$ cat src/rtl/id_ex_pipe_reg.sv
// ID/EX pipeline register of the 5-stage RISC-V core.
// It registers the decoded control, operands, immediate, funct and register
// indices from ID and presents them to EX.
// Priority on each edge is stall (hold) > bubble/flush (NOP) > load from ID.
// A NOP clears every field, including the register indices. Because of this,
// a bubble never matches a forwarding comparison.
// Optional feature macro: ID_EX_BUBBLE_CNT_EN. When it is defined, a
// wrapping counter of inserted NOP cycles drives bubble_cnt_o. Otherwise the
// output is tied to zero.
module id_ex_pipe_reg #(
   parameter int DATA_W  = 32,
   parameter int RADDR_W = 5,
   parameter int CNT_W   = 32
) (
   input  logic               clk_i,
   input  logic               rst_i,
   input  logic               stall_i,
   input  logic               bubble_i,
   input  logic               flush_i,
   input  logic               ID_valid_i,
   input  logic               ID_RegWrite_i,
   input  logic               ID_MemtoReg_i,
   input  logic               ID_MemRead_i,
   input  logic               ID_MemWrite_i,
   input  logic               ID_ALUSrc_i,
   input  logic [1:0]         ID_ALUOp_i,
   input  logic [DATA_W-1:0]  ID_RS1data_i,
   input  logic [DATA_W-1:0]  ID_RS2data_i,
   input  logic [DATA_W-1:0]  ID_Imm_i,
   input  logic [9:0]         ID_funct_i,
   input  logic [RADDR_W-1:0] ID_Rs1_i,
   input  logic [RADDR_W-1:0] ID_Rs2_i,
   input  logic [RADDR_W-1:0] ID_Rd_i,
   output logic               EX_valid_o,
   output logic               EX_RegWrite_o,
   output logic               EX_MemtoReg_o,
   output logic               EX_MemRead_o,
   output logic               EX_MemWrite_o,
   output logic               EX_ALUSrc_o,
   output logic [1:0]         EX_ALUOp_o,
   output logic [DATA_W-1:0]  EX_RS1data_o,
   output logic [DATA_W-1:0]  EX_RS2data_o,
   output logic [DATA_W-1:0]  EX_Imm_o,
   output logic [9:0]         EX_funct_o,
   output logic [RADDR_W-1:0] EX_Rs1_o,
   output logic [RADDR_W-1:0] EX_Rs2_o,
   output logic [RADDR_W-1:0] EX_Rd_o,
   output logic [CNT_W-1:0]   bubble_cnt_o
);

   typedef struct packed {
      logic               valid;
      logic               regwrite;
      logic               memtoreg;
      logic               memread;
      logic               memwrite;
      logic               alusrc;
      logic [1:0]         aluop;
      logic [DATA_W-1:0]  rs1data;
      logic [DATA_W-1:0]  rs2data;
      logic [DATA_W-1:0]  imm;
      logic [9:0]         funct;
      logic [RADDR_W-1:0] rs1;
      logic [RADDR_W-1:0] rs2;
      logic [RADDR_W-1:0] rd;
   } stage_t;

   stage_t id_s;
   stage_t stage_d;
   stage_t stage_q;
   logic   nop_s;

   // A NOP is inserted for a load-use bubble or a taken-branch flush, unless frozen
   assign nop_s = ~stall_i & (bubble_i | flush_i);

   // Gather the ID-side fields into one record
   always_comb begin
      id_s          = '0;
      id_s.valid    = ID_valid_i;
      id_s.regwrite = ID_RegWrite_i;
      id_s.memtoreg = ID_MemtoReg_i;
      id_s.memread  = ID_MemRead_i;
      id_s.memwrite = ID_MemWrite_i;
      id_s.alusrc   = ID_ALUSrc_i;
      id_s.aluop    = ID_ALUOp_i;
      id_s.rs1data  = ID_RS1data_i;
      id_s.rs2data  = ID_RS2data_i;
      id_s.imm      = ID_Imm_i;
      id_s.funct    = ID_funct_i;
      id_s.rs1      = ID_Rs1_i;
      id_s.rs2      = ID_Rs2_i;
      id_s.rd       = ID_Rd_i;
   end

   // Next stage contents: hold on stall, all-zero NOP on bubble/flush, else load ID
   always_comb begin
      stage_d = stage_q;
      if (stall_i) begin
         stage_d = stage_q;
      end else if (bubble_i | flush_i) begin
         stage_d = '0;
      end else begin
         stage_d = id_s;
      end
   end

   // Stage register with asynchronous clear
   always_ff @(posedge clk_i or posedge rst_i) begin
      if (rst_i) begin
         stage_q <= '0;
      end else begin
         stage_q <= stage_d;
      end
   end

   assign EX_valid_o    = stage_q.valid;
   assign EX_RegWrite_o = stage_q.regwrite;
   assign EX_MemtoReg_o = stage_q.memtoreg;
   assign EX_MemRead_o  = stage_q.memread;
   assign EX_MemWrite_o = stage_q.memwrite;
   assign EX_ALUSrc_o   = stage_q.alusrc;
   assign EX_ALUOp_o    = stage_q.aluop;
   assign EX_RS1data_o  = stage_q.rs1data;
   assign EX_RS2data_o  = stage_q.rs2data;
   assign EX_Imm_o      = stage_q.imm;
   assign EX_funct_o    = stage_q.funct;
   assign EX_Rs1_o      = stage_q.rs1;
   assign EX_Rs2_o      = stage_q.rs2;
   assign EX_Rd_o       = stage_q.rd;

`ifdef ID_EX_BUBBLE_CNT_EN
   logic [CNT_W-1:0] bubble_cnt_d;
   logic [CNT_W-1:0] bubble_cnt_q;

   // Count each inserted NOP once; bubble and flush together still count once
   always_comb begin
      bubble_cnt_d = bubble_cnt_q;
      if (nop_s) begin
         bubble_cnt_d = bubble_cnt_q + CNT_W'(1);
      end else begin
         bubble_cnt_d = bubble_cnt_q;
      end
   end

   // Bubble counter register, wraps naturally modulo 2^CNT_W
   always_ff @(posedge clk_i or posedge rst_i) begin
      if (rst_i) begin
         bubble_cnt_q <= '0;
      end else begin
         bubble_cnt_q <= bubble_cnt_d;
      end
   end

   assign bubble_cnt_o = bubble_cnt_q;
`else
   logic unused_nop_s;
   assign unused_nop_s = nop_s;
   assign bubble_cnt_o = '0;
`endif

endmodule

$ cat config.mk
export PLATFORM = sky130hd
export DESIGN_NAME = id_ex_pipe_reg
export DESIGN_NICKNAME = d
export VERILOG_FILES = /design/src/rtl/id_ex_pipe_reg.sv
export SDC_FILE = /design/constraint.sdc
export NUM_CORES = 1
export LEC_CHECK = 0
export BUFFER_PORTS_ARGS = -buffer_cell sky130_fd_sc_hd__buf_2
export CELL_PAD_IN_SITES_DETAIL_PLACEMENT = 0
export CELL_PAD_IN_SITES_GLOBAL_PLACEMENT = 1
export CORE_ASPECT_RATIO = 0.7
export CORE_MARGIN = 2
export CORE_UTILIZATION = 31
export DETAILED_ROUTE_END_ITERATION = 8
export PLACE_DENSITY_LB_ADDON = 0.1
export SKIP_LAST_GASP = 1
export SYNTH_ARGS = -nofsm -noshare
export SYNTH_HDL_FRONTEND = slang
export SYNTH_SLANG_ARGS = --single-unit
$ cat constraint.sdc
create_clock -name clk_i -period 3.9 [get_ports clk_i]
set_clock_uncertainty 0.05 [all_clocks]
set_input_delay 0.39 -clock clk_i [delete_from_list [all_inputs] [get_ports clk_i]]
set_output_delay 0.39 -clock clk_i [all_outputs]
set_load 0.005 [all_outputs]
== After elaboration in Yosys (flattened, before gate mapping) ==
Cells that the tools add are included.

* Add/subtract/negate cells: 0
* Shift-type cells: 0
* Divide/modulo/power cells: 0
* $mul: 0
* Muxes and demuxes: 1
* Equal/unequal tests: 0
* Reductions and logical operators: 0
* Bitwise logic cells: 1
* Order comparisons: 0

{| class="wikitable"
|+ Operator list
! operator !! count
|-
| 2-to-1 mux 129 bit || 1
|-
| OR 1 bit || 1
|}

* Bits in writable memories: 0
* Output and inout port bits: 161
* Bits in read-only memories: 0
* Input port bits: 134
* Word-level logic and storage cells: 16
* Register bits: 129
* Bits in latches: 0
* Memories kept: 0

== Longest topological paths before layout ==
Gate-level depths: netlist of the first run.

* Depth after elaboration: 2
* Gate-level depth with buffers: 5
* Gate-level depth less buffers: 2

== Worst setup path before layout of the first run ==
Ideal clock, no wire load.

* Kind: input -> register
* From: in flush_i
* To: reg stage_q (netlist bit EX_ALUOp_o[0])
* Required time: 3,776 ps
* Stages on the path: 4
* Data arrival time: 1,044 ps
* Setup time: 74 ps
* Path slack: 2,732 ps
* Buffers on the path: 2
* Cells stage by stage: or2_4 buf_6 buf_6 o21ai_2

* Word-level cells in the longest chain between the ends: 2

{| class="wikitable"
|+ RTL lines
! what !! RTL line !! source
|-
| from (decl) || 19 || <nowiki>input logic flush_i,</nowiki>
|-
| OR 1 bit || 100 || <nowiki>end else if (bubble_i | flush_i) begin</nowiki>
|-
| 2-to-1 mux 129 bit || 100 ||
|-
| to (signal assigned) || 112 || <nowiki>stage_q <= stage_d;</nowiki>
|-
| to (decl) || 70 || <nowiki>stage_t stage_q;</nowiki>
|}

No other way between the ends.
A chain may end at the register's enable or synchronous reset.

==> run_results.csv, run 1 <==
group,metric,value,unit
outcome,outcome,"completed",
clock_tree,clockBufferDepth,2,
grt,grt_max_degree,161,
sta,slew_violations,0,
yosys,synth.distinct_cells,13,
cells_and_area,syn2layout_area_growth,29.44,%
setup_path,path_max_fanout,160,
detailed_routing,via_count,4730,
setup_path,slowest_stage,"buf_6",
sta,period_needed,1.603,ns
setup_path,reg2reg_setup_slack,3.16,ns
detailed_routing,drtIter0Drc,267,
setup_path,cp_cell_sequence,"buf_6 -> buf_12 -> nand2b_1 -> o21ai_2",
setup_path,required,4.12,ns
die,rows,42,
clock_tree,cts-root-buf,"clkbuf_16",
yosys,ys_warn_count,0,
power,power,0.003361,W
yosys,netlist.area_leader.share,52.64,%
run,drv_cap,0,
setup_path,worst-path-buf-inv,2,
sta,setup_viol,0,
sta,setup_tns,0,ns
cells_and_area,fin_cells,1111,
clock_tree,clock_latency,0.40,ns
worst_hold_path,hold_path_class,"in -> async",
detailed_routing,ant_nets,0,
grt,grt_pass1_vias,4665,
clock_tree,cts_setup_buffers,0,
grt,grt_pass1_wl,24850,um
clock_tree,htreeDepth,4,
placement,port_buffers,262,
setup_path,critPathKind,"in -> reg",
yosys,postSynthCellCount,593,
power,vdd_ir_drop_max,0.0002022,V
yosys,synth_area_leader_cell,"dfrtp_1",
sta,finalHoldViolCount,0,
yosys,syn_avg_cell_area,10.34,um^2
clock_tree,cts.sinks,129,
detailed_routing,routedWlPerCell,14.38,um
setup_path,cpPeakStageDelay,0.63,ns
die,die_x,172.1,um
cells_and_area,mostFrequentLayoutCell,"buf_2",
detailed_routing,routed_wl,15970,um
power,powerDensity,423.4,mW/mm^2
detailed_routing,viasPerCell,4.257,
yosys,syn_area,0.006132,mm^2
setup_path,r2r_start,"EX_RS1data_o[23]",
die,start_util,32.06,%
placement,dpl.hpwl,10850,um
die,design.core.area,0.01913,mm^2
grt,grt_usage,15.36,%
cells_and_area,finalNetCount,969,
cells_and_area,drive_gt1_share,47.04,%
placement,routabilityCongestion,0.7342,
setup_path,cp_top_family,"buffers and inverters",
grt,grt-ovfl-total,0,
clock_tree,cts_inserted_buffers,17,
sta,max_slew_margin,33.79,%
sta,period_share,41.11,%
yosys,synth-seq-cells,129,
power,power_leakage,4.118,nW
sta,fmax,0.6238,GHz
detailed_routing,drtPass1Iterations,5,
detailed_routing,drc,0,
setup_path,cp-end-kind,"flop",
die,die_h,121.7,um
cells_and_area,mostFrequentLayoutCells,"buf_2, dfrtp_1, nand2b_1, nand2_1, o21ai_2",
placement,placed_cells,1080,
setup_path,crit_start,"stall_i",
grt,antenna_found_initial,2,
yosys,ys_seq_area_share,52.64,%
yosys,synthTopCellsByArea,"dfrtp_1, o21ai_2, nand2b_1",
clock_tree,cts_hold_buf,0,
setup_path,crit_arrival,1.83,ns
sta,worstMarginPinSlew,0.9932,ns
clock_tree,cts_tree,"built",
setup_path,cp-start-kind,"primary input",
clock_tree,cts_resized,0,
die,ios,295,
sta,grt_setup_unrepaired,"false",
clock_tree,clk_pin_slew_worst_paths,0.06,ns
die,die_area,0.02094,mm^2
-- synth_stat cells (all sizes together) --
| cell type | count |
|---|---|
| dfrtp | 129 |
| nand2 | 129 |
| nand2b | 129 |
| o21ai | 129 |
| buf | 69 |
| clkbuf | 5 |
| conb | 1 |
| inv | 1 |
| or2 | 1 |
-- worst paths after layout --
check / cells past startpoint / to
min reg2reg: 2 / EX_RS1data_o[13]
max: 4 / EX_Imm_o[2]
max reg2reg: 2 / EX_RS1data_o[23]
min: 2 / EX_RS2data_o[1]
min in group clk_i: 3 / EX_RS2data_o[12]
max in group asynchronous: 3 / EX_funct_o[6]
-- layout make-up --
| class | count | area [um^2] |
|---|---|---|
| Fill cell | 1957 | 11190 |
| Sequential cell | 129 | 3228 |
| Multi-Input combinational cell | 420 | 2441 |
| Timing Repair Buffer | 266 | 1373 |
| Clock buffer | 20 | 466.7 |
| Tap cell | 264 | 330.3 |
| Clock inverter | 10 | 87.58 |
| Inverter | 1 | 8.758 |
| Antenna cell | 1 | 2.502 |
-- stage by stage --
| step | hold WS [ns] | area (um^2) | util (%) | worst slack (ns) |
|---|---|---|---|---|
| 2_1_floorplan | 0.4260 | 6248 | - | 0.01901 |
| 3_3_place_gp | 0.4095 | 7381 | 38.59 | 1.966 |
| 3_5_place_dp | 0.4119 | 7381 | 38.59 | 1.909 |
| 6_report | 0.1706 | 7938 | 41.50 | 2.297 |
| 4_1_cts | 0.1475 | 7935 | 41.48 | 2.353 |
| 5_1_grt | 0.1609 | 7935 | 41.48 | 2.169 |
-- flip-flops by register name, summed over array words and instances, names as in the netlist --
| name | flops |
|---|---|
| EX_valid_o | 1 |
| EX_RegWrite_o | 1 |
| EX_ALUSrc_o | 1 |
| EX_MemWrite_o | 1 |
| EX_MemtoReg_o | 1 |
| EX_RS2data_o | 32 |
| EX_Rd_o | 5 |
| EX_ALUOp_o | 2 |
| EX_Rs2_o | 5 |
| EX_Imm_o | 32 |
| EX_RS1data_o | 32 |
| EX_Rs1_o | 5 |
| EX_funct_o | 10 |
| EX_MemRead_o | 1 |
-- power by group --
part	internal (W)	switching (W)	leakage [nW]
combinational	0.000178	0.000224	2.10
clock	0.000916	0.000591	0.273
sequential	0.00141	0.0000386	1.74
total	0.00251	0.000854	4.12
-- kinds of logic (layout without fill, tap and decap cells) --
family	after synthesis	in the layout	synth area share (%)
and+or+nand+nor	259	259	21.20
AOI/OAI and AO/OA	129	129	16.65
DFF	129	129	52.64
buffers and inverters	75	297	9.447
other	1	33	0.06115
-- per-layer routing --
metal | share of wire (%) | global-route usage [%] | up-vias
met5 | 0.081 | 0 | -
met4 | 1.1 | 5.357 | 2
met3 | 9.9 | 6.433 | 15
met2 | 45 | 23.42 | 159
met1 | 44 | 19.66 | 2224
li1 | - | - | 2330
No activity file was read; power rests on OpenSTA's default activity.
==> run 2, diff against run 1 <==
--- a/config.mk
+++ b/config.mk
@@ -10,7 +10,7 @@
 export CELL_PAD_IN_SITES_GLOBAL_PLACEMENT = 1
 export CORE_ASPECT_RATIO = 0.7
 export CORE_MARGIN = 2
-export CORE_UTILIZATION = 31
+export CORE_UTILIZATION = 34
 export DETAILED_ROUTE_END_ITERATION = 8
 export PLACE_DENSITY_LB_ADDON = 0.1
 export SKIP_LAST_GASP = 1
==> constraint.sdc (replaced) <==
create_clock -name clk_i -period 1.66 [get_ports clk_i]
set_clock_uncertainty 0.05 [all_clocks]
set_input_delay 0.166 -clock clk_i [delete_from_list [all_inputs] [get_ports clk_i]]
set_output_delay 0.166 -clock clk_i [all_outputs]
set_load 0.005 [all_outputs]
==> run_results.csv, run 2 (synthesis gave the netlist of run 1 again) <==
group,metric,value,unit
outcome,outcome,"completed",
worst_hold_path,hold_depth,4,
placement,preCtsSetupSlack,0.4924,ns
clock_tree,clockBufferDepth,2,
setup_path,crit_arrival,0.94,ns
setup_path,cp-end-kind,"primary output",
grt,antenna_found_initial,0,
detailed_routing,ant_nets,0,
cells_and_area,syn2layout_area_growth,53.60,%
sta,setup_ws,0.5017,ns
die,design.core.area,0.01785,mm^2
placement,placed_cells,1063,
sta,setup_viol,0,
worst_hold_path,min-delay-start,"stall_i",
grt,grt_usage,17.27,%
power,power_leakage,4.763,nW
clock_tree,cts_hold_buf,130,
cells_and_area,finalNetCount,1110,
clock_tree,clock_latency,0.41,ns
die,die_area,0.01914,mm^2
sta,finalHoldViolCount,0,
grt,grt_pass1_vias,5031,
grt,grt_pass1_wl,25700,um
clock_tree,cts_inserted_buffers,17,
die,die_h,116.4,um
clock_tree,cts-root-buf,"clkbuf_16",
setup_path,cp_cell_sequence,"buf_2",
sta,fmax,0.8633,GHz
clock_tree,htreeDepth,4,
setup_path,crit_start,"EX_RS1data_o[26]",
grt,grt_max_degree,82,
sta,period_needed,1.158,ns
detailed_routing,drtIter0Drc,280,
detailed_routing,drtPass1Iterations,5,
setup_path,slowest_stage,"dfrtp_1",
sta,period_share,69.78,%
sta,grt_setup_unrepaired,"false",
power,powerDensity,905.7,mW/mm^2
setup_path,r2r_cells,2,
setup_path,worst-path-buf-inv,1,
die,ios,295,
setup_path,cpPeakStageDelay,0.40,ns
die,die_x,164.5,um
setup_path,r2r_start,"EX_Imm_o[28]",
clock_tree,clk_pin_slew_worst_paths,0.05,ns
sta,whs,0.1814,ns
cells_and_area,drive_gt1_share,41.16,%
detailed_routing,viasPerCell,4.268,
cells_and_area,mostFrequentLayoutCell,"buf_2",
setup_path,required,1.44,ns
setup_path,critPathKind,"reg -> out",
setup_path,endpoint,"EX_RS1data_o[26]",
setup_path,timing.rr.end,"EX_Imm_o[28]",
detailed_routing,routed_wl,16620,um
cells_and_area,fin_cells,1220,
run,drv_cap,0,
detailed_routing,drc,0,
clock_tree,cts.sinks,129,
placement,port_buffers,262,
detailed_routing,routedWlPerCell,13.63,um
power,vdd_ir_drop_max,0.0004681,V
detailed_routing,via_count,5207,
placement,routabilityCongestion,0.7349,
setup_path,path_max_fanout,2,
cells_and_area,diodes,0,
die,rows,41,
setup_path,reg2reg_setup_slack,0.95,ns
clock_tree,cts_setup_buffers,0,
worst_hold_path,hold_path_class,"in -> reg",
setup_path,cp_top_family,"flip-flops",
setup_path,critical_path_depth,1,
sta,slew_violations,0,
die,start_util,34.35,%
setup_path,cp-start-kind,"flop",
cells_and_area,mostFrequentLayoutCells,"buf_2, dlygate4sd3_1, dfrtp_1, nand2b_1, nand2_1",
grt,grt-ovfl-total,0,
placement,dpl.hpwl,11290,um
cells_and_area,utilization,52.76,%
clock_tree,cts_tree,"built",
clock_tree,cts_resized,0,
run 2: cell count changes in the layout (fill, tap and decap cells not counted), moves of 2 or more:
| cell | delta |
|---|---|
| clkinv_2 | -4 |
| bufinv_16 | +3 |
| buf_4 | +4 |
| dlygate4sd3_1 | +130 |
| clkinv_4 | -2 |
| buf_12 | +7 |
run 2: where the power goes:
part	internal, W	leakage (nW)	total (W)	switching (W)
Combinational	0.000656	2.73	0.00123	0.000576
Sequential	0.00332	1.74	0.00342	0.0000965
Clock	0.00259	0.293	0.00388	0.00129
run 2: area by class of cell:
| cell class | instances | area, um^2 |
|---|---|---|
| clock buffers | 21 | 470.5 |
| clock inverters | 6 | 132.6 |
| fillers | 1654 | 8433 |
| inverters | 1 | 7.507 |
| multi-input cells | 420 | 2441 |
| flip-flops and latches | 129 | 3228 |
| well taps | 236 | 295.3 |
| repair buffers | 407 | 2844 |
run 2: worst min path at each step:
stage,end,slack (ns)
after detailed placement,EX_RS2data_o[2],0.13
after floorplan,EX_RS2data_o[22],0.26
final,EX_RS2data_o[21],0.18
after CTS,EX_RS2data_o[21],0.17
after global routing,EX_valid_o,0.19
after global placement,EX_RS2data_o[2],0.13
run 2: metrics by stage:
stage                     power [W]  setup TNS, ns  cell area (um^2)
after floorplan            0.004073         -19.51              6252
after global placement     0.004460              0              7515
after detailed placement   0.004476              0              7515
after CTS                  0.008667              0              9419
after global routing       0.008976              0              9419
final                      0.008530              0              9419
run 2: per-layer routing:
metal	global-route usage, %	vias to the layer above	routed length (um)
met5	0	-	0
met4	5.101	0	160
met3	7.067	13	1404
met2	26.47	180	7469
met1	22.57	2386	7590
li1	-	2628	-
==> run 3, diff against run 2 <==
==> constraint.sdc (replaced) <==
create_clock -name clk_i -period 1.1 [get_ports clk_i]
set_clock_uncertainty 0.05 [all_clocks]
set_input_delay 0.11 -clock clk_i [delete_from_list [all_inputs] [get_ports clk_i]]
set_output_delay 0.11 -clock clk_i [all_outputs]
set_load 0.005 [all_outputs]
==> run_results.csv, run 3 (synthesis gave the netlist of run 1 again) <==
group,metric,value,unit
outcome,outcome,"complete, but fails checks",
outcome,violations,"setup timing",
setup_path,crit_arrival,0.95,ns
power,powerDensity,1359,mW/mm^2
grt,grt_max_degree,68,
setup_path,cp-end-kind,"primary output",
power,vdd_ir_drop_max,0.0008197,V
placement,routabilityCongestion,0.7209,
grt,grt-ovfl-total,0,
run,drv_cap,0,
cells_and_area,fillers,1607,
placement,preCtsSetupSlack,0.02188,ns
die,design.core.area,0.01785,mm^2
setup_path,required,0.94,ns
cells_and_area,mostFrequentLayoutCells,"buf_2, dlygate4sd3_1, dfrtp_1, nand2b_1, nand2_1",
sta,finalHoldViolCount,0,
detailed_routing,viasPerCell,4.267,
die,start_util,34.35,%
setup_path,slowest_stage,"dfrtp_1",
detailed_routing,routed_wl,17340,um
detailed_routing,via_count,5474,
setup_path,r2r_start,"EX_RS1data_o[15]",
detailed_routing,routedWlPerCell,13.52,um
sta,setup_viol,7,
grt,grt_usage,18.05,%
detailed_routing,drtPass1Iterations,4,
die,rows,41,
setup_path,cp_top_family,"flip-flops",
setup_path,cp-start-kind,"flop",
clock_tree,htreeDepth,4,
sta,whs,0.09971,ns
setup_path,cp_cell_sequence,"buf_2",
cells_and_area,syn2layout_area_growth,62.68,%
setup_path,cpPeakStageDelay,0.40,ns
clock_tree,clock_latency,0.41,ns
clock_tree,cts_tree,"built",
sta,slew_violations,0,
clock_tree,cts.sinks,129,
placement,dpl.hpwl,11340,um
cells_and_area,utilization,55.88,%
sta,fmax,0.8999,GHz
clock_tree,clk_pin_slew_worst_paths,0.06,ns
setup_path,worst-path-buf-inv,1,
sta,period_needed,1.111,ns
clock_tree,cts-root-buf,"clkbuf_16",
power,power_leakage,5.110,nW
grt,grt_pass1_vias,5348,
placement,port_buffers,262,
detailed_routing,drtIter0Drc,342,
cells_and_area,finalNetCount,1168,
sta,period_share,101.0,%
grt,grt_pass1_wl,27010,um
setup_path,crit_start,"EX_RS2data_o[0]",
placement,dpl_cell_area,0.007525,mm^2
worst_hold_path,hold_path_class,"in -> reg",
clock_tree,clockBufferDepth,2,
detailed_routing,ant_nets,0,
cells_and_area,drive_gt1_share,44.70,%
setup_path,critPathKind,"reg -> out",
die,die_area,0.01914,mm^2
sta,grt_setup_unrepaired,"true",
cells_and_area,mostFrequentLayoutCell,"buf_2",
grt,antenna_found_initial,0,
die,die_x,164.5,um
setup_path,path_max_fanout,2,
die,ios,295,
die,die_h,116.4,um
cells_and_area,finalInstanceArea,0.009976,mm^2
clock_tree,cts_inserted_buffers,17,
power,power,0.01356,W
cells_and_area,diodes,0,
worst_hold_path,min-delay-start,"flush_i",
detailed_routing,drc,0,
sta,setup_ws,-0.01122,ns
-- run 3: changes by cell type in the layout (fill, tap and decap cells not counted) --
cell,before,now
clkbuf_8,3,2
clkinvlp_4,2,3
buf_12,9,11
buf_2,261,255
buf_6,1,7
bufinv_16,4,5
inv_6,0,1
clkinv_4,0,3
buf_4,6,62
-- run 3: path summary, 6_finish.rpt --
kind / end / slack [ns] / depth (start not counted)
setup / recovery: EX_RS2data_o[0] / -0.01 / 1
hold / removal: EX_RS2data_o[12] / 0.1 / 3
setup reg to reg: EX_RS1data_o[15] / 0.17 / 4
hold reg to reg: EX_RS1data_o[4] / 0.43 / 2
max in group asynchronous: EX_RS1data_o[15] / 0.34 / 4
min in group asynchronous: EX_RS2data_o[7] / 0.35 / 4
-- run 3: routing by layer --
layer  share of wire [%]  track usage [%]  vias up  wire [um]
met5                   0                0        -          0
met4                 1.3            4.986        0        224
met3                 8.7            6.605       18       1517
met2                  45            29.01      188       7805
met1                  45            23.17     2535       7793
li1                    -                -     2733          -
-- run 3: repair_timing --
| action | CTS | global route |
|---|---|---|
| hold buffers | 130 | 0 |
| gates resized for setup | 2 | 5 |
| setup buffers | 19 | 41 |
| hold endpoints to repair | 258 | 0 |
| setup endpoints to repair | 95 | 129 |
-- run 3: where the power goes --
part	total [W]	switching (W)	internal, W	leakage [nW]
registers	0.00515	0.000141	0.00501	1.74
logic	0.00207	0.000920	0.00115	3.05
clock network	0.00634	0.00218	0.00416	0.317
total	0.0136	0.00324	0.0103	5.11
-- run 3: layout make-up --
type / count / area, um^2 / share of cell area, %
Inverter: 1 / 7.507 / 0.07525
Clock inverter: 12 / 205.2 / 2.057
Timing Repair Buffer: 465 / 3342 / 33.50
Clock buffer: 20 / 456.7 / 4.578
Sequential cell: 129 / 3228 / 32.36
Tap cell: 236 / 295.3 / 2.960
Multi-Input combinational cell: 420 / 2441 / 24.47
-- run 3: metrics by stage --
step | cells | setup TNS, ns
3_5_place_dp | 1061 | 0
6_report | 1283 | -0.04291
3_3_place_gp | 1061 | 0
2_1_floorplan | 624 | -84.53
4_1_cts | 1242 | -0.7761
5_1_grt | 1283 | -2.781
